$ cat src/rtl/ysyx_csr_pkg.sv
// rtl/ysyx_csr_pkg.sv - shared types and constants for the EXU machine-mode CSR unit
//
// Purpose: CSR operation encoding, 12-bit CSR address map, mstatus bit
// positions and mtvec mode encodings shared by the CSR file and its bench.
// Ports: none (package).
package ysyx_csr_pkg;

  typedef enum logic [1:0] {
    CSR_OP_NONE = 2'd0,
    CSR_OP_RW   = 2'd1,
    CSR_OP_RS   = 2'd2,
    CSR_OP_RC   = 2'd3
  } csr_op_t;

  localparam logic [11:0] CSR_MSTATUS   = 12'h300;
  localparam logic [11:0] CSR_MIE       = 12'h304;
  localparam logic [11:0] CSR_MTVEC     = 12'h305;
  localparam logic [11:0] CSR_MSCRATCH  = 12'h340;
  localparam logic [11:0] CSR_MEPC      = 12'h341;
  localparam logic [11:0] CSR_MCAUSE    = 12'h342;
  localparam logic [11:0] CSR_MTVAL     = 12'h343;
  localparam logic [11:0] CSR_MIP       = 12'h344;
  localparam logic [11:0] CSR_MCYCLE    = 12'hB00;
  localparam logic [11:0] CSR_MINSTRET  = 12'hB02;
  localparam logic [11:0] CSR_MCYCLEH   = 12'hB80;
  localparam logic [11:0] CSR_MINSTRETH = 12'hB82;
  localparam logic [11:0] CSR_CYCLE     = 12'hC00;
  localparam logic [11:0] CSR_INSTRET   = 12'hC02;
  localparam logic [11:0] CSR_CYCLEH    = 12'hC80;
  localparam logic [11:0] CSR_INSTRETH  = 12'hC82;
  localparam logic [11:0] CSR_MVENDORID = 12'hF11;
  localparam logic [11:0] CSR_MARCHID   = 12'hF12;
  localparam logic [11:0] CSR_MHARTID   = 12'hF14;

  localparam int MIE_IDX    = 3;
  localparam int MPIE_IDX   = 7;
  localparam int MPP_LO_IDX = 11;
  localparam int MPP_HI_IDX = 12;

  localparam logic [1:0] MTVEC_MODE_DIRECT   = 2'd0;
  localparam logic [1:0] MTVEC_MODE_VECTORED = 2'd1;

  // The top two address bits equal to 2'b11 mark a read-only CSR.
  function automatic logic csr_read_only(input logic [11:0] addr);
    return addr[11:10] == 2'b11;
  endfunction

endpackage

$ cat src/rtl/ysyx_csr_counter.sv
// rtl/ysyx_csr_counter.sv - free-running wide counter with per-half CSR write override
//
// Purpose: one mcycle/minstret style counter. A write to either half takes
// precedence over the increment for the whole counter in that cycle; the
// half not written keeps its value. Wraps naturally at 2^CNT_W.
// Ports:
//   clk, rst  - clock, synchronous active-high reset (clears the counter)
//   inc       - increment request for this cycle
//   wr_lo     - load wdata into the low half
//   wr_hi     - load wdata into the high half
//   wdata     - half-width write data
//   value     - current counter value
module ysyx_csr_counter #(
  parameter int CNT_W = 64
) (
  input  logic               clk,
  input  logic               rst,
  input  logic               inc,
  input  logic               wr_lo,
  input  logic               wr_hi,
  input  logic [CNT_W/2-1:0] wdata,
  output logic [CNT_W-1:0]   value
);

  localparam int HALF = CNT_W / 2;

  logic [HALF-1:0] lo_next;
  logic [HALF-1:0] hi_next;

  always_comb begin
    lo_next = wr_lo ? wdata : value[HALF-1:0];
    hi_next = wr_hi ? wdata : value[CNT_W-1:HALF];
  end

  always_ff @(posedge clk) begin
    if (rst) begin
      value <= '0;
    end else if (wr_lo | wr_hi) begin
      value <= {hi_next, lo_next};
    end else if (inc) begin
      value <= value + CNT_W'(1);
    end
  end

endmodule

$ cat src/rtl/ysyx_exu_csr_file.sv
// rtl/ysyx_exu_csr_file.sv - machine-mode CSR unit with trap/mret sequencing for the EXU
//
// Purpose: executes CSRRW/CSRRS/CSRRC with a one-cycle registered response,
// takes traps and mret and issues a one-cycle PC redirect, holds the
// machine CSRs and the mcycle/minstret counters, flags illegal accesses.
// Ports:
//   clk, rst                     - clock, synchronous active-high reset
//   req_valid/req_ready          - CSR request handshake
//   req_op/req_addr/req_wdata    - operation, CSR address, rs1/uimm operand
//   req_wen                      - operand is non-zero (enables RS/RC writes)
//   rsp_valid/rsp_rdata/rsp_illegal - response: pre-write value, illegal flag
//   trap_valid/trap_cause/trap_epc/trap_tval - exception/interrupt entry
//   mret_valid                   - return from trap
//   retire                       - instruction retired this cycle
//   redirect_valid/redirect_pc   - PC redirect pulse toward the IFU
//   mie_o                        - mstatus.MIE for the interrupt gate
module ysyx_exu_csr_file
  import ysyx_csr_pkg::*;
#(
  parameter int              XLEN      = 32,
  parameter int              CNT_W     = 64,
  parameter logic [XLEN-1:0] VENDOR_ID = 32'h79737978,
  parameter logic [XLEN-1:0] ARCH_ID   = 32'h015fde77,
  parameter logic [XLEN-1:0] MTVEC_RST = '0
) (
  input  logic            clk,
  input  logic            rst,
  input  logic            req_valid,
  output logic            req_ready,
  input  logic [1:0]      req_op,
  input  logic [11:0]     req_addr,
  input  logic [XLEN-1:0] req_wdata,
  input  logic            req_wen,
  output logic            rsp_valid,
  output logic [XLEN-1:0] rsp_rdata,
  output logic            rsp_illegal,
  input  logic            trap_valid,
  input  logic [XLEN-1:0] trap_cause,
  input  logic [XLEN-1:0] trap_epc,
  input  logic [XLEN-1:0] trap_tval,
  input  logic            mret_valid,
  input  logic            retire,
  output logic            redirect_valid,
  output logic [XLEN-1:0] redirect_pc,
  output logic            mie_o
);

  csr_op_t op;

  logic            accept;
  logic            write_attempt;
  logic            mapped;
  logic            illegal;
  logic            csr_we;
  logic [XLEN-1:0] old_val;
  logic [XLEN-1:0] new_val;
  logic [XLEN-1:0] mtvec_wr;
  logic [XLEN-1:0] mstatus_val;
  logic [XLEN-1:0] trap_base;
  logic [XLEN-1:0] trap_target;

  logic            mstatus_mie;
  logic            mstatus_mpie;
  logic [XLEN-1:0] mie_q;
  logic [XLEN-1:0] mtvec_q;
  logic [XLEN-1:0] mscratch_q;
  logic [XLEN-1:0] mepc_q;
  logic [XLEN-1:0] mcause_q;
  logic [XLEN-1:0] mtval_q;

  logic [CNT_W-1:0] mcycle;
  logic [CNT_W-1:0] minstret;

  assign op    = csr_op_t'(req_op);
  assign mie_o = mstatus_mie;

  // Stall only when a response is still on the bus and a trap is in flight.
  assign req_ready = ~rsp_valid | ~trap_valid;
  assign accept    = req_valid & req_ready;

  // RW always writes; RS/RC write only when the operand is not x0/zero.
  assign write_attempt = (op == CSR_OP_RW) | req_wen;

  always_comb begin
    mstatus_val                         = '0;
    mstatus_val[MPP_HI_IDX:MPP_LO_IDX]  = 2'b11;
    mstatus_val[MPIE_IDX]               = mstatus_mpie;
    mstatus_val[MIE_IDX]                = mstatus_mie;
  end

  always_comb begin
    mapped  = 1'b1;
    old_val = '0;
    case (req_addr)
      CSR_MSTATUS:                old_val = mstatus_val;
      CSR_MIE:                    old_val = mie_q;
      CSR_MTVEC:                  old_val = mtvec_q;
      CSR_MSCRATCH:               old_val = mscratch_q;
      CSR_MEPC:                   old_val = mepc_q;
      CSR_MCAUSE:                 old_val = mcause_q;
      CSR_MTVAL:                  old_val = mtval_q;
      CSR_MIP:                    old_val = '0;
      CSR_MCYCLE, CSR_CYCLE:      old_val = mcycle[XLEN-1:0];
      CSR_MCYCLEH, CSR_CYCLEH:    old_val = mcycle[CNT_W-1:CNT_W-XLEN];
      CSR_MINSTRET, CSR_INSTRET:  old_val = minstret[XLEN-1:0];
      CSR_MINSTRETH, CSR_INSTRETH: old_val = minstret[CNT_W-1:CNT_W-XLEN];
      CSR_MVENDORID:              old_val = VENDOR_ID;
      CSR_MARCHID:                old_val = ARCH_ID;
      CSR_MHARTID:                old_val = '0;
      default:                    mapped  = 1'b0;
    endcase
  end

  assign illegal = (op == CSR_OP_NONE) | ~mapped |
                   (write_attempt & csr_read_only(req_addr));

  // A trap in the same cycle discards the CSR write entirely.
  assign csr_we = accept & ~illegal & write_attempt & ~trap_valid;

  always_comb begin
    new_val = old_val;
    case (op)
      CSR_OP_RW: new_val = req_wdata;
      CSR_OP_RS: new_val = old_val | req_wdata;
      CSR_OP_RC: new_val = old_val & ~req_wdata;
      default:   new_val = old_val;
    endcase
  end

  // Reserved mtvec modes 2/3 fall back to direct mode.
  always_comb begin
    mtvec_wr = new_val;
    if (new_val[1:0] > MTVEC_MODE_VECTORED) begin
      mtvec_wr[1:0] = MTVEC_MODE_DIRECT;
    end
  end

  // Only interrupts are vectored; exceptions always land on the base.
  always_comb begin
    trap_base   = {mtvec_q[XLEN-1:2], 2'b00};
    trap_target = trap_base;
    if ((mtvec_q[1:0] == MTVEC_MODE_VECTORED) && trap_cause[XLEN-1]) begin
      trap_target = trap_base + {trap_cause[XLEN-3:0], 2'b00};
    end
  end

  ysyx_csr_counter #(.CNT_W(CNT_W)) u_mcycle (
    .clk   (clk),
    .rst   (rst),
    .inc   (1'b1),
    .wr_lo (csr_we && (req_addr == CSR_MCYCLE)),
    .wr_hi (csr_we && (req_addr == CSR_MCYCLEH)),
    .wdata (new_val),
    .value (mcycle)
  );

  ysyx_csr_counter #(.CNT_W(CNT_W)) u_minstret (
    .clk   (clk),
    .rst   (rst),
    .inc   (retire),
    .wr_lo (csr_we && (req_addr == CSR_MINSTRET)),
    .wr_hi (csr_we && (req_addr == CSR_MINSTRETH)),
    .wdata (new_val),
    .value (minstret)
  );

  always_ff @(posedge clk) begin
    if (rst) begin
      rsp_valid      <= 1'b0;
      rsp_rdata      <= '0;
      rsp_illegal    <= 1'b0;
      redirect_valid <= 1'b0;
      redirect_pc    <= '0;
      mstatus_mie    <= 1'b0;
      mstatus_mpie   <= 1'b0;
      mie_q          <= '0;
      mtvec_q        <= MTVEC_RST;
      mscratch_q     <= '0;
      mepc_q         <= '0;
      mcause_q       <= '0;
      mtval_q        <= '0;
    end else begin
      rsp_valid      <= accept;
      rsp_rdata      <= (accept & ~illegal) ? old_val : '0;
      rsp_illegal    <= accept & illegal & ~trap_valid;
      redirect_valid <= trap_valid | mret_valid;

      if (csr_we) begin
        case (req_addr)
          CSR_MSTATUS: begin
            // mret owns mstatus in its cycle.
            if (!mret_valid) begin
              mstatus_mie  <= new_val[MIE_IDX];
              mstatus_mpie <= new_val[MPIE_IDX];
            end
          end
          CSR_MIE:      mie_q      <= new_val;
          CSR_MTVEC:    mtvec_q    <= mtvec_wr;
          CSR_MSCRATCH: mscratch_q <= new_val;
          CSR_MEPC:     mepc_q     <= {new_val[XLEN-1:2], 2'b00};
          CSR_MCAUSE:   mcause_q   <= new_val;
          CSR_MTVAL:    mtval_q    <= new_val;
          default:      ;
        endcase
      end

      if (trap_valid) begin
        mepc_q       <= {trap_epc[XLEN-1:2], 2'b00};
        mcause_q     <= trap_cause;
        mtval_q      <= trap_tval;
        mstatus_mpie <= mstatus_mie;
        mstatus_mie  <= 1'b0;
        redirect_pc  <= trap_target;
      end else if (mret_valid) begin
        mstatus_mie  <= mstatus_mpie;
        mstatus_mpie <= 1'b1;
        redirect_pc  <= mepc_q;
      end
    end
  end

endmodule

$ cat config.mk
export PLATFORM = sky130hd
export DESIGN_NAME = ysyx_exu_csr_file
export DESIGN_NICKNAME = d
export VERILOG_FILES = /design/src/rtl/ysyx_csr_pkg.sv /design/src/rtl/ysyx_csr_counter.sv /design/src/rtl/ysyx_exu_csr_file.sv
export SDC_FILE = /design/constraint.sdc
export NUM_CORES = 1
export LEC_CHECK = 0
export BUFFER_PORTS_ARGS = -buffer_cell sky130_fd_sc_hd__buf_2
export CAP_MARGIN = 20
export CORE_ASPECT_RATIO = 1.75
export CORE_MARGIN = 3
export CORE_UTILIZATION = 40
export DETAILED_ROUTE_END_ITERATION = 7
export SLEW_MARGIN = 10
export SYNTH_ARGS = -nofsm -noshare
export SYNTH_HDL_FRONTEND = slang
export SYNTH_HIERARCHICAL = 1
export SYNTH_SLANG_ARGS = --single-unit
export TNS_END_PERCENT = 20
$ cat constraint.sdc
create_clock -name clk -period 9.65 [get_ports clk]
set_input_delay 2.895 -clock clk [delete_from_list [all_inputs] [get_ports clk]]
set_output_delay 2.895 -clock clk [all_outputs]
set_load 0.005 [all_outputs]
== Yosys cells after proc, flatten, opt, wreduce, memory -nomap -nowiden ==
Cells that the tools add are included.
Storage, ports and cells
  flip-flop bits (word level): 387
  bits of input ports: 149
Operators by class
  $add $sub $neg: 3
  $lt $le $gt $ge: 1
  equality and inequality tests: 28
  mux-type cells: 30
  bitwise gates (word level): 22
  reduce and logical (&&, ||, !) cells: 33
Operators with widths (count)
  $mux 32: 16
  $pmux 32 s13: 1
  $mux 64: 3
  $eq 12x12->1 const B: 11
  $add 64x1->64 const B: 2
  $eq 12x10->1 const B: 8
  $pmux 32 s3: 1
  $add 32x32->32: 1
  $and 32x32->32: 1
  $not 32->32: 1
  $or 32x32->32: 1
  $reduce_and 2->1: 10
  $reduce_or 19->1: 1
  $reduce_bool 2->1: 8
  $reduce_or 2->1: 6
  $mux 1: 8
  $ne 2x1->1 const B: 4
  $and 1x1->1: 7
  $or 1x1->1: 7
  $eq 2x2->1 const B: 3
  $reduce_bool 3->1: 2
  $logic_and 1x1->1: 5
  $not 1->1: 5
  $eq 2x1->1 const B: 2
  other kinds (3): 3

== Depth between registers and ports, before layout ==
  depth after elaboration: 14
  gate-level depth with buffers: 16

== By module ==
Netlist, hierarchy kept.
By module, submodules not included
  ysyx_exu_csr_file: times used 1, cells an instance 1832, area each 15598.7 µm², seq. area each 5144.9 µm²
  ysyx_csr_counter: times used 2, cells an instance 573, area each 4337.9 µm², seq. area each 1281.2 µm²

== Worst setup path after synthesis ==
Ideal clock, no wire load.
  kind: in2reg
  start: in req_addr[3]
  end: reg u_mcycle.value[1]
  arrival: 6.286 ns
  data required time: 9.559 ns
  path slack: 3.273 ns
  cell stages on the path: 14
  cells stage by stage: buf_2 or4b_2 a21oi_1 nor4_4 or2_4 nor4b_4 nand3_1 nor3_1 clkbuf_1 inv_1 nand2_1 clkbuf_1 nor2_1 a311oi_1
Between the ends
  cells in the longest elaborated chain, start to end: 13
Ends and longest elaborated chain
  start, declared: line ysyx_exu_csr_file.sv:31  | input logic [11:0] req_addr,
  $eq 12x12->1 (tied with other cells): line ysyx_exu_csr_file.sv:94, ysyx_exu_csr_file.sv:151
  $reduce_or 19->1 (no line)
  $mux 1: line ysyx_exu_csr_file.sv:94  | case (req_addr)
  $not 1->1: line ysyx_exu_csr_file.sv:114  | assign illegal = (op == CSR_OP_NONE) | ~mapped |
  $or 1x1->1 (2 in series): line ysyx_exu_csr_file.sv:114
  $not 1->1: line ysyx_exu_csr_file.sv:118  | assign csr_we = accept & ~illegal & write_attempt & ~trap_valid;
  $and 1x1->1 (3 in series): line ysyx_exu_csr_file.sv:118
  $logic_and 1x1->1 (on tied branches): line ysyx_exu_csr_file.sv:151, ysyx_exu_csr_file.sv:152
  $or 1x1->1: line ysyx_csr_counter.sv:38  | end else if (wr_lo | wr_hi) begin
  $ne 2x1->1 (no line) or $mux 64 (tied branches)
  end signal, assigned: line ysyx_csr_counter.sv:39  | value <= {hi_next, lo_next};
  end signal, assigned: line ysyx_csr_counter.sv:41  | value <= value + CNT_W'(1);
  end, declared: line ysyx_csr_counter.sv:22  | output logic [CNT_W-1:0] value
Parallel ways exist; a longest one is shown, timed or not. The select of a mux whose other input is x is not followed.
A chain may end at the register's enable or synchronous reset.

== Final worst setup path ==
  start: in req_addr[7]
  end: reg u_mcycle.value[56]
The elaborated chain is that of the path after synthesis.

==> reports/metrics.cfg <==
[finish]
drive_gt1_share_pct = 15.9
nFillCells = 6073
num-nets-final = 3254
area_growth_pct = 13.2
fin_util_pct = 46.1

[sta]
skew_ns = 0.0189
report.final.slew_viol_count = 0
tightestPinTransition_ns = 1.31
finalSetupViolCount = 0
min_period_ns = 7.53
final.setup.tns_ns = 0
fmax_mhz = 133
max-slew-margin-rel_pct = 12.7
rsz0062_at_grt = no
post-route-period-util_pct = 78.0
finalHoldViolations = 0

[setup_path]
cp_max_fo = 29
r2r_start = mtvec_q[22]
worstPathRequired_ns = 10.11
crit_end = u_mcycle/value[56]
crit_type = primary input to flip-flop
arrival_ns = 7.99
r2r_slack_ns = 5.80
rr_worst_depth = 9
startpoint = req_addr[7]
startpoint_type = primary input
end_kind = flip-flop
r2r_end = redirect_pc[28]

[detailed_routing]
wl_per_cell_um = 34.4
drc = 0
vias = 26800
routed_wl_um = 134000
ant_nets = 0
drtIter0Drc = 3037
met2_length_um = 62500
wl_met3_um = 10100
first_pass_iters = 6
routed.top_layer = met5
met1Wirelength_um = 44300
vias_per_cell = 6.88

[cts]
clk_pin_slew_ns = 0.07
clock_latency_ns = 0.58
cts-resized-gates = 0
post_cts_buffers = 0
cts_hold_buffers = 0
cts_root_buf = clkbuf_16
numCtsBuffers = 42
htreeDepth = 2
clockBufferDepth = 3
numClockSinks = 385
cts_tree = done

[yosys]
synth_most_common_cell = dfxtp_1
seq_area_frac_synth_pct = 31.8
synth_warnings = 6
synth_cell_types = 105
syn-instance-count = 2978
yosysTopAreaCellShare_pct = 31.8
post-synth-top-area-cell = dfxtp_1
synth.area.top_cells = dfxtp_1 (32%), nand2_1 (5.8%), a22o_1 (4.0%)
synth-seq-cells = 385
avgSynthCellArea_um2 = 8.15
synth_edf_count = 0
ys.flop_type = dfxtp_1
synth_common_cells = dfxtp_1 (385), nand2_1 (373), nor2_1 (206)
synthArstFlopShare_pct = 0
syn_area_um2 = 24300

[global_route]
antenna_found_initial = 10
grt_max_degree = 167
grt_pass1_wl_um = 188000
overflow = 0
grt_pass1_vias = 26100
grt_util_all_layers_pct = 40.4

[place]
hpwl_um = 102000
globalplace.congestion = 1.07
place.port_buffers = 213

[floorplanning]
die_w_um = 192
core_um2 = 59600
pin_count = 218
die_h_um = 332
fp-row-count = 118
start_util_pct = 40.7
fp.dieArea_um2 = 63800

[power]
p_sw_w = 0.00110
total_power_w = 0.00384
power_leakage_nw = 9.74
p_sw_share_pct = 28.6
p_comb_share_pct = 11.3
max-vdd-ir-drop_uv = 119
p_per_area_nw_per_um2 = 140
p_seq_share_pct = 43.4
clkPwrFrac_pct = 45.4
p_int_w = 0.00274

[worst_hold_path]
hold_class = flip-flop to flip-flop
hp-start = mscratch_q[1]

[status]
outcome = finished clean

[flow_run]
cap_violations = 0

-- worst min-delay path by stage --
stage,end,slack [ns],depth (start not counted)
final,mscratch_q[1],0.46,2
after global routing,mscratch_q[1],0.48,2
after CTS,mscratch_q[1],0.46,2
after detailed placement,mscratch_q[1],0.45,2
after global placement,mscratch_q[1],0.44,2
after floorplan,mie_q[19],0.43,2
-- layer usage --
metal,up-vias,GRT usage (%)
met1,13000,42.2
met2,1521,65.9
met3,567,7.36
met4,6,40.3
li1,11600,-
met5,-,0
-- logic make-up (layout without fill, tap and decap cells) --
family | Yosys count | count (layout) | synth area share, %
buf+inv | 295 | 414 | 5.24
xor+xnor | 104 | 104 | 3.75
simple gates | 1284 | 1284 | 29.3
flops | 385 | 385 | 31.8
compound gates | 841 | 841 | 26.8
other cells | 2 | 15 | 0.0309
mux | 35 | 35 | 1.46
fa+ha+maj | 32 | 32 | 1.68
-- layout make-up --
type                    count  area [um^2]  area share, %
multi-input cells        2305        15400           56.2
flip-flops and latches    385         7710           28.1
repair buffers            298         1750           6.35
clock buffers              58         1210           4.41
well taps                 780          976           3.55
clock inverters            17          224          0.815
inverters                  41          154          0.560
diodes                      6         15.0         0.0547
-- state kept, by name, summed over array words and instances, names as in the netlist --
name and cells:
mscratch_q 32, rsp_rdata 32, mcause_q 32, mstatus_mpie 1, rsp_illegal 1, mepc_q 30
u_mcycle/value 64, redirect_valid 1, mie_q 32, mtvec_q 32, u_minstret/value 64, mtval_q 32
mie_o 1, redirect_pc 30, rsp_valid 1
-- cell usage in the layout (no fill, tap or decap), drive strengths merged, types with 17 or more instances in the layout --
cell type and instances:
ha 31, nand2b 18, o22ai 18, inv 43, and4 20, o211ai 66, a311oi 24, a311o 17
nand4 80, a22o 110, nor4b 23, or4b 79, a21oi 107, mux2i 31, nand3 168, a22oi 106
clkbuf 58, nor2b 45, nor4 69, nor2 206, and3 49, a2111oi 21, or4 31, xnor2 88
o221ai 38, dfxtp 385, buf 298, nand2 373, o21ai 80, a211oi 91, nor3 57
-- critical path, cell delays in order --
cell and delay, ns:
buf_2 0.33, nor4b_1 0.86, nand2_1 0.32, a21oi_1 0.32, nor4_4 0.13, or2_4 0.29
nor4b_4 0.45, nand3_1 0.28, nor3_2 0.50, buf_4 0.42, nor2_1 0.26, nand2_1 0.45
nor2_1 0.09, a41oi_1 0.27, o31ai_1 0.10
-- through the flow --
stage               hold slack [ns]  setup slack (ns)  cells  instance area [um^2]
finish                        0.460              2.12   3890                 27500
global route                  0.480              2.05   3885                 27500
CTS                           0.457              2.41   3884                 27500
detailed placement            0.450              1.82   3809                 26000
global placement              0.442              1.76   3806                 26000
floorplan                     0.425              3.27   2985                 24300
-- power by group through the flow --
stage / sequential (W) / clock, W / combinational (W)
after floorplan: 0.00167 / 0 / 0.000221
after global placement: 0.00170 / 0 / 0.000411
after detailed placement: 0.00170 / 0 / 0.000417
after CTS: 0.00166 / 0.00176 / 0.000419
after global routing: 0.00166 / 0.00181 / 0.000447
final: 0.00166 / 0.00174 / 0.000433
Note: power is estimated with default switching activity, not from simulation.
